**src/rtl/motor_plant_responder.sv**
```systemverilog
// Plant-side agent for the f/g motor controller: answers an f pulse with the
// x sequence 0,1,0,1, drives y once g is granted, then grades the final g.
module motor_plant_responder #(
  parameter int CW           = 8,
  parameter int Y_WINDOW     = 2,
  parameter int CHECK_CYCLES = 4,
  parameter int G_TIMEOUT    = 16
) (
  input  logic          clk,
  input  logic          reset,
  input  logic          f,
  input  logic          g,
  input  logic [CW-1:0] x_hold,
  input  logic [CW-1:0] y_delay,
  input  logic          y_en,
  output logic          x,
  output logic          y,
  output logic          busy,
  output logic          done,
  output logic          pass,
  output logic          err
);

  localparam logic [3:0] S_IDLE  = 4'd0;
  localparam logic [3:0] S_XA    = 4'd1;
  localparam logic [3:0] S_XB    = 4'd2;
  localparam logic [3:0] S_XC    = 4'd3;
  localparam logic [3:0] S_XD    = 4'd4;
  localparam logic [3:0] S_WAITG = 4'd5;
  localparam logic [3:0] S_YDLY  = 4'd6;
  localparam logic [3:0] S_CHECK = 4'd7;
  localparam logic [3:0] S_DONE  = 4'd8;

  localparam logic [CW-1:0] YW_C    = CW'(Y_WINDOW);
  localparam logic [CW-1:0] CC_C    = CW'(CHECK_CYCLES);
  localparam logic [CW-1:0] GT_LAST = CW'(G_TIMEOUT - 1);
  localparam logic [CW-1:0] CNT_MAX = {CW{1'b1}};

  logic [3:0]    state;
  logic [CW-1:0] cnt;
  logic [CW-1:0] hold_q;
  logic [CW-1:0] dly_q;
  logic          yen_q;
  logic          keep_q;

  logic [CW-1:0] cnt_inc;
  logic [CW-1:0] hold_eff;
  logic          phase_end;

  assign cnt_inc   = (cnt == CNT_MAX) ? cnt : cnt + CW'(1);
  assign hold_eff  = (x_hold == '0) ? CW'(1) : x_hold;
  assign phase_end = (cnt == hold_q - CW'(1));

  always_ff @(posedge clk) begin
    if (reset) begin
      state  <= S_IDLE;
      cnt    <= '0;
      hold_q <= '0;
      dly_q  <= '0;
      yen_q  <= 1'b0;
      keep_q <= 1'b0;
      x      <= 1'b0;
      y      <= 1'b0;
      busy   <= 1'b0;
      done   <= 1'b0;
      pass   <= 1'b0;
      err    <= 1'b0;
    end else begin
      case (state)
        S_IDLE, S_DONE: begin
          if (f) begin
            hold_q <= hold_eff;
            dly_q  <= y_delay;
            yen_q  <= y_en;
            keep_q <= y_en && (y_delay < YW_C);
            cnt    <= '0;
            x      <= 1'b0;
            y      <= 1'b0;
            busy   <= 1'b1;
            done   <= 1'b0;
            pass   <= 1'b0;
            err    <= 1'b0;
            state  <= S_XA;
          end
        end
        S_XA, S_XB, S_XC, S_XD: begin
          if (phase_end) begin
            cnt <= '0;
            // XA/XC lead into a high phase, XB into a low one; x stays high past XD
            x   <= (state != S_XB);
            case (state)
              S_XA:    state <= S_XB;
              S_XB:    state <= S_XC;
              S_XC:    state <= S_XD;
              default: state <= S_WAITG;
            endcase
          end else begin
            cnt <= cnt_inc;
          end
        end
        S_WAITG: begin
          if (g) begin
            cnt   <= '0;
            y     <= yen_q && (dly_q == '0);
            state <= S_YDLY;
          end else if (cnt == GT_LAST) begin
            err   <= 1'b1;
            pass  <= 1'b0;
            busy  <= 1'b0;
            done  <= 1'b1;
            state <= S_DONE;
          end else begin
            cnt <= cnt_inc;
          end
        end
        S_YDLY: begin
          if (yen_q) begin
            // y is a single-cycle pulse; the phase ends on the edge after it
            if (y) begin
              y     <= 1'b0;
              cnt   <= '0;
              state <= S_CHECK;
            end else begin
              cnt <= cnt_inc;
              y   <= (cnt_inc == dly_q);
            end
          end else if (cnt == YW_C) begin
            cnt   <= '0;
            state <= S_CHECK;
          end else begin
            cnt <= cnt_inc;
          end
        end
        S_CHECK: begin
          if (cnt == CC_C) begin
            pass  <= (g == keep_q);
            err   <= 1'b0;
            busy  <= 1'b0;
            done  <= 1'b1;
            state <= S_DONE;
          end else begin
            cnt <= cnt_inc;
          end
        end
        default: begin
          state <= S_IDLE;
          busy  <= 1'b0;
        end
      endcase
    end
  end

endmodule

```
**config.mk**
```make
export PLATFORM = sky130hd
export DESIGN_NAME = motor_plant_responder
export DESIGN_NICKNAME = d
export VERILOG_FILES = /design/src/rtl/motor_plant_responder.sv
export SDC_FILE = /design/constraint.sdc
export NUM_CORES = 1
export LEC_CHECK = 0
export ABC_AREA = 1
export ABC_CLOCK_PERIOD_IN_PS = 2400
export CAP_MARGIN = 15
export CORE_MARGIN = 2
export CORE_UTILIZATION = 35
export DETAILED_ROUTE_END_ITERATION = 7
export DONT_BUFFER_PORTS = 1
export PLACE_DENSITY = 0.47
export REMOVE_ABC_BUFFERS = 1
export SETUP_SLACK_MARGIN = 0.2
export SLEW_MARGIN = 20
export SYNTH_ARGS = -nofsm -noshare
export SYNTH_HDL_FRONTEND = slang
export SYNTH_SLANG_ARGS = --single-unit
```
**constraint.sdc**
```tcl
create_clock -name clk -period 2.4 [get_ports clk]
set_clock_uncertainty 0.1 [all_clocks]
set_input_delay 0.48 -clock clk [delete_from_list [all_inputs] [get_ports clk]]
set_output_delay 0.48 -clock clk [all_outputs]
set_load 0.005 [all_outputs]
```
==> qor.txt, run 1 <==
cts bufs inserted = 5
clock-pin slew on the worst setup and hold paths = 0.08 ns
Distinct cells, synth = 32
RSZ-0062 raised after global routing = false
Slew headroom = 63.1%
Final #Nets = 434
Net Switching = 1.24 mW
fmax = 506 MHz
cell area after layout = 2720 µm²
TritonCTS Sinks = 36
Yosys reg bits = 36
Clk network pwr share = 20.1%
hpwl dp = 5210 µm
largest net degree at the start of global routing = 36
Worst-Margin Slew = 0.553 ns
layout cells sized above 1 = 10.0%
worst min-delay path class = in2reg
P&R area growth vs syn = 9.14%
WP data arrival = 2.06 ns
DRT Wirelength = 6690 µm
total iterations of the first detailed-routing run = 4
Max Cap Viol = 0
die width = 88.4 µm
EDFF count, synth = 0
internal power = 1.49 mW
Power Density = 1000 nW/µm²
# H-tree levels = 2
CTS tree = done
Overflow after GRT = 0
initial core utilization = 36.5%
Antenna diodes = 0
vias per inst = 4.74
fin worst setup slack = 0.423 ns
Ys Warns = 0
# IOs = 27
startpoint types = register
peak supply drop = 0.295 mV
TNS Setup = 0 ns
Mapped Area = 2490 µm²
sequential cell area fraction in the yosys report = 28.9%
footprint of the multi-input gates = 1510 µm²
die height = 88.4 µm
Slew Viols, Final = 0
IO Port Bufs = 0
combinational power share = 47.8%
RePlAce Congestion = 0.806
core outline area = 6830 µm²
postcts setup bufs = 0
Final Util = 39.8%
Main synth FF type = dfxtp_1
Routed Antenna Nets = 0
Critical Path RT = 2.48 ns
first-pass GRT wire length = 11000 µm
initial antenna violation count = 0
worst slack, placed = 0.297 ns
CP Class = reg2reg
Final period util = 82.4%
Post-DP Area = 2590 µm²
Net Sw Frac = 45.3%
wire per inst = 13.2 µm
# fillers = 785
Final setup viols = 0
vias in the first global route = 2263
worst skew pair latency = 0.29 ns
sequential share of power = 32.2%
Synth Area per Inst = 6.12 µm²
die area = 7810 µm²
Post-synth ARST share = 0%
clk root buf = clkbuf_8
commonest non-fill, non-tap cell in the layout = nand2_1
Mapped Cells = 407
# rows = 30
Setup crit end kind = register
register area = 721 µm²
Critical Path Fanout Max = 6
LEAKAGE = 1.27 nW
most frequent cells in the layout = 108 x nand2_1, 51 x inv_1, 45 x nor2_1
status = complete, no violations
Iter 0 DRT Violations = 107
drc violations = 0
hold_ws = 0.148 ns
Clock Tree Buf Depth = 2
gr usage total = 18.4%
final period demand of the worst path = 1.98 ns
final hold vios = 0
via count = 2399
final cells by class:
cell class / count / share of cell area [%]
timing repair buffer: 4 / 1.10
multi-input combinational: 301 / 55.6
tap: 96 / 4.42
clock buffer: 6 / 2.67
clock inverter: 2 / 1.29
inverter: 61 / 8.42
sequential: 36 / 26.5
Yosys cell counts, types with 2 or more instances:
library cell	instances	share of area [%]
nand2_1	108	16
inv_1	52	7.8
xnor2_1	4	1.4
nor2_2	5	1.3
nand3_1	33	6.6
buf_2	2	0.40
nor3_1	5	1.0
xor2_1	8	2.8
clkbuf_1	4	0.60
dfxtp_1	36	29
inv_2	9	1.4
o21ai_0	23	4.6
nor2_4	3	1.4
nor2_1	46	6.9
a211oi_1	3	0.90
ha_1	4	2.0
nand2_2	3	0.75
o211ai_1	4	1.2
nor4_1	4	1.0
nand4_1	12	3.0
a21oi_1	28	5.6
sequential cells by signal, summed over array words and instances, names as in the netlist:
name / flops
cnt: 8
dly_q: 8
hold_q: 8
state: 4
busy: 1
done: 1
err: 1
keep_q: 1
pass: 1
x: 1
y: 1
yen_q: 1
per-stage QoR:
step / power (mW) / cells
2_1_floorplan: 1.85 / 398
3_3_place_gp: 2.19 / 498
3_5_place_dp: 2.18 / 498
4_1_cts: 2.74 / 506
5_1_grt: 3.01 / 506
6_report: 2.73 / 506
critical path, cell delays in order, from the launching register on:
cell and delay [ns]:
dfxtp_1 0.38, inv_2 0.08, ha_2 0.32, xor2_1 0.13, o21ai_0 0.15, nor2_1 0.18
nand2_2 0.10, nand2_2 0.11, nand3_2 0.14, nand2_1 0.12, a21oi_1 0.06
what timing repair did:
action	4_1_cts	5_1_grt
endpoints found under the hold margin	0	0
setup endpoints to repair	0	9
resized for setup	0	5
hold buffers	0	0
final timing paths:
kind / from / to / slack, ns / cells after the start
max: hold_q[0] / cnt[4] / 0.42 / 10
min: reset / cnt[0] / 0.15 / 1
min reg2reg: keep_q / keep_q / 0.38 / 2
max reg2reg: hold_q[0] / cnt[4] / 0.42 / 10
cell families after synthesis:
group,Yosys count,synth area share [%]
AND/OR/NAND/NOR,224,40.7
AO/OA/AOI/OAI,61,13.1
buffers and inverters,70,11.1
XOR/XNOR,12,4.22
adder cells (fa/ha/maj),4,2.01
flip-flops,36,28.9
power by group through the flow:
stage | registers (mW) | clock network, mW | logic, mW
2_1_floorplan | 0.856 | 0 | 0.995
4_1_cts | 0.880 | 0.562 | 1.29
3_3_place_gp | 0.894 | 0 | 1.29
5_1_grt | 0.900 | 0.587 | 1.52
3_5_place_dp | 0.894 | 0 | 1.29
6_report | 0.879 | 0.548 | 1.30
layer usage:
layer	routed length [µm]	up-vias	part of all wire (%)	global-route usage, %
met1	3410	1052	51	24.7
met3	148	6	2.2	3.08
met5	0	-	0	0
met4	79	0	1.2	6.20
li1	-	1311	-	-
met2	3060	30	46	30.0
No activity file was read; power rests on OpenSTA's default activity.
==> run 2: changes to the inputs <==
Settings changed: ABC_CLOCK_PERIOD_IN_PS 2400 to 1650, PLACE_DENSITY 0.47 to 0.49.
Clock period 2.4 ns to 1.65 ns, I/O delays scaled along.
==> qor.txt, run 2 (synthesis gave the netlist of run 1 again) <==
worst skew pair latency = 0.29 ns (about the same)
vias per inst = 4.82 (+1.7%)
failing checks = setup timing
commonest non-fill, non-tap cell in the layout = nand2_1
wire per inst = 14.0 µm (+5.9%)
Iter 0 DRT Violations = 130 (+21%)
RSZ-0062 raised after global routing = true
Worst-Margin Slew = 0.563 ns (+0.00988 ns)
first-pass GRT wire length = 13300 µm (+20%)
layout cells sized above 1 = 42.3% (+32 points)
biggest regs = cnt x8, dly_q x8, hold_q x8
cts bufs inserted = 5 (unchanged)
startpoint types = register
hpwl dp = 5800 µm (+11%)
Final period util = 109% (+27 points)
total iterations of the first detailed-routing run = 5 (+1)
Setup crit end kind = register
P&R area growth vs syn = 54.8%
fmax = 555 MHz (+9.6%)
hold_ws = 0.0516 ns (-0.0962 ns)
most frequent cells in the layout = 94 x nand2_1, 67 x buf_4, 47 x inv_1
Final #Nets = 516 (+19%)
status = finished, violations left
Routed Antenna Nets = 0 (unchanged)
Slew headroom = 62.3% (-0.73 points)
Overflow after GRT = 0 (unchanged)
fin worst setup slack = -0.153 ns (-0.576 ns)
die width = 88.4 µm (unchanged)
Final setup viols = 16 (+16)
TritonCTS Sinks = 36 (unchanged)
LEAKAGE = 1.79 nW (+41%)
CTS tree = done
clock-pin slew on the worst setup and hold paths = 0.08 ns (about the same)
largest net degree at the start of global routing = 18 (-50%)
drc violations = 0 (unchanged)
die height = 88.4 µm (unchanged)
initial core utilization = 36.5% (unchanged)
gr usage total = 22.2% (+3.8 points)
Final Util = 56.5% (+17 points)
DRT Wirelength = 8240 µm (+23%)
# IOs = 27 (unchanged)
initial antenna violation count = 0 (unchanged)
Critical Path Fanout Max = 8 (+2)
Slew Viols, Final = 0 (unchanged)
via count = 2834 (+18%)
final hold vios = 0 (unchanged)
worst min-delay path class = in2reg
Critical Path RT = 1.78 ns (-0.70 ns)
vias in the first global route = 2699 (+19%)
RePlAce Congestion = 0.781 (-3.1%)
# rows = 30 (unchanged)
die area = 7810 µm² (unchanged)
peak supply drop = 0.513 mV (+74%)
Antenna diodes = 0 (unchanged)
# H-tree levels = 2 (unchanged)
Clock Tree Buf Depth = 2 (unchanged)
CP Class = reg2reg
Power Density = 1420 nW/µm² (+41%)
final cell count without fillers = 588 (+16%)
# fillers = 713 (-9.2%)
Max Cap Viol = 0 (unchanged)
core outline area = 6830 µm² (unchanged)
placed cells = 560 (+12%)
TNS Setup = -1.74 ns (-1.74 ns)
final period demand of the worst path = 1.80 ns (-0.174 ns)
WP data arrival = 1.94 ns (-0.12 ns)
clk root buf = clkbuf_8
IO Port Bufs = 0 (unchanged)
-- run 2: cell count changes in the layout (fill, tap and decap cells not counted), moves of 12 or more --
cell,before,now
o21ai_2,0,14
nor2_1,45,31
o21ai_0,23,7
buf_4,4,67
nand2_2,3,15
dfxtp_1,36,22
dfxtp_2,0,13
nand2_1,108,94
-- run 2: per-stage QoR --
step	setup WS, ns	power [mW]	cell area (µm²)
2_1_floorplan	-0.106	2.69	2440
3_3_place_gp	-0.224	3.70	3090
3_5_place_dp	-0.294	3.71	3090
4_1_cts	-0.0926	5.28	3740
5_1_grt	-0.294	5.92	3860
6_report	-0.153	5.47	3860
-- run 2: timing repair --
action,CTS,global route
hold buffers,1,0
cloned,4,0
buffers inserted,14,1
setup endpoints to repair,36,36
endpoints found under the hold margin,12,0
pin swaps,24,17
resized for setup,111,28
-- run 2: worst paths after layout --
check,to,cells after the start,startpoint,slack (ns)
min,dly_q[2],2,y_delay[2],0.05
max,state[2],14,hold_q[1],-0.15
max reg2reg,state[2],14,hold_q[1],-0.15
min reg2reg,err,2,err,0.38
-- run 2: metal layers --
metal	up-vias	track usage [%]	routed length (µm)	share of wire [%]
met5	-	0	0	0
met2	58	37.8	3990	48
li1	1484	-	-	-
met4	0	6.20	187	2.3
met3	15	2.99	299	3.6
met1	1277	29.6	3770	46
-- run 2: final cells by class --
type / count / area (µm²) / share of cell area [%]
inverters: 61 / 239 / 6.20
well taps: 96 / 120 / 3.11
repair buffers: 85 / 806 / 20.9
multi-input cells: 302 / 1860 / 48.2
flip-flops and latches: 36 / 741 / 19.2
clock buffers: 6 / 82.6 / 2.14
clock inverters: 2 / 10.0 / 0.259
-- run 2: worst max-delay path: stages (launching register included) --
cell and delay [ns]:
dfxtp_2 0.35, inv_2 0.08, ha_4 0.17, nand2_4 0.07
nor2_4 0.09, nand2_1 0.06, nand2_1 0.08, nand3_2 0.08
nor2_2 0.13, nand2_2 0.08, nand2_4 0.09, nand3_4 0.14
nand2_1 0.11, nand2_1 0.05, nor2_1 0.07
-- run 2: power breakdown --
group          internal, mW  switching (mW)
sequential             1.08           0.206
combinational          1.68            1.82
clock                 0.334           0.352
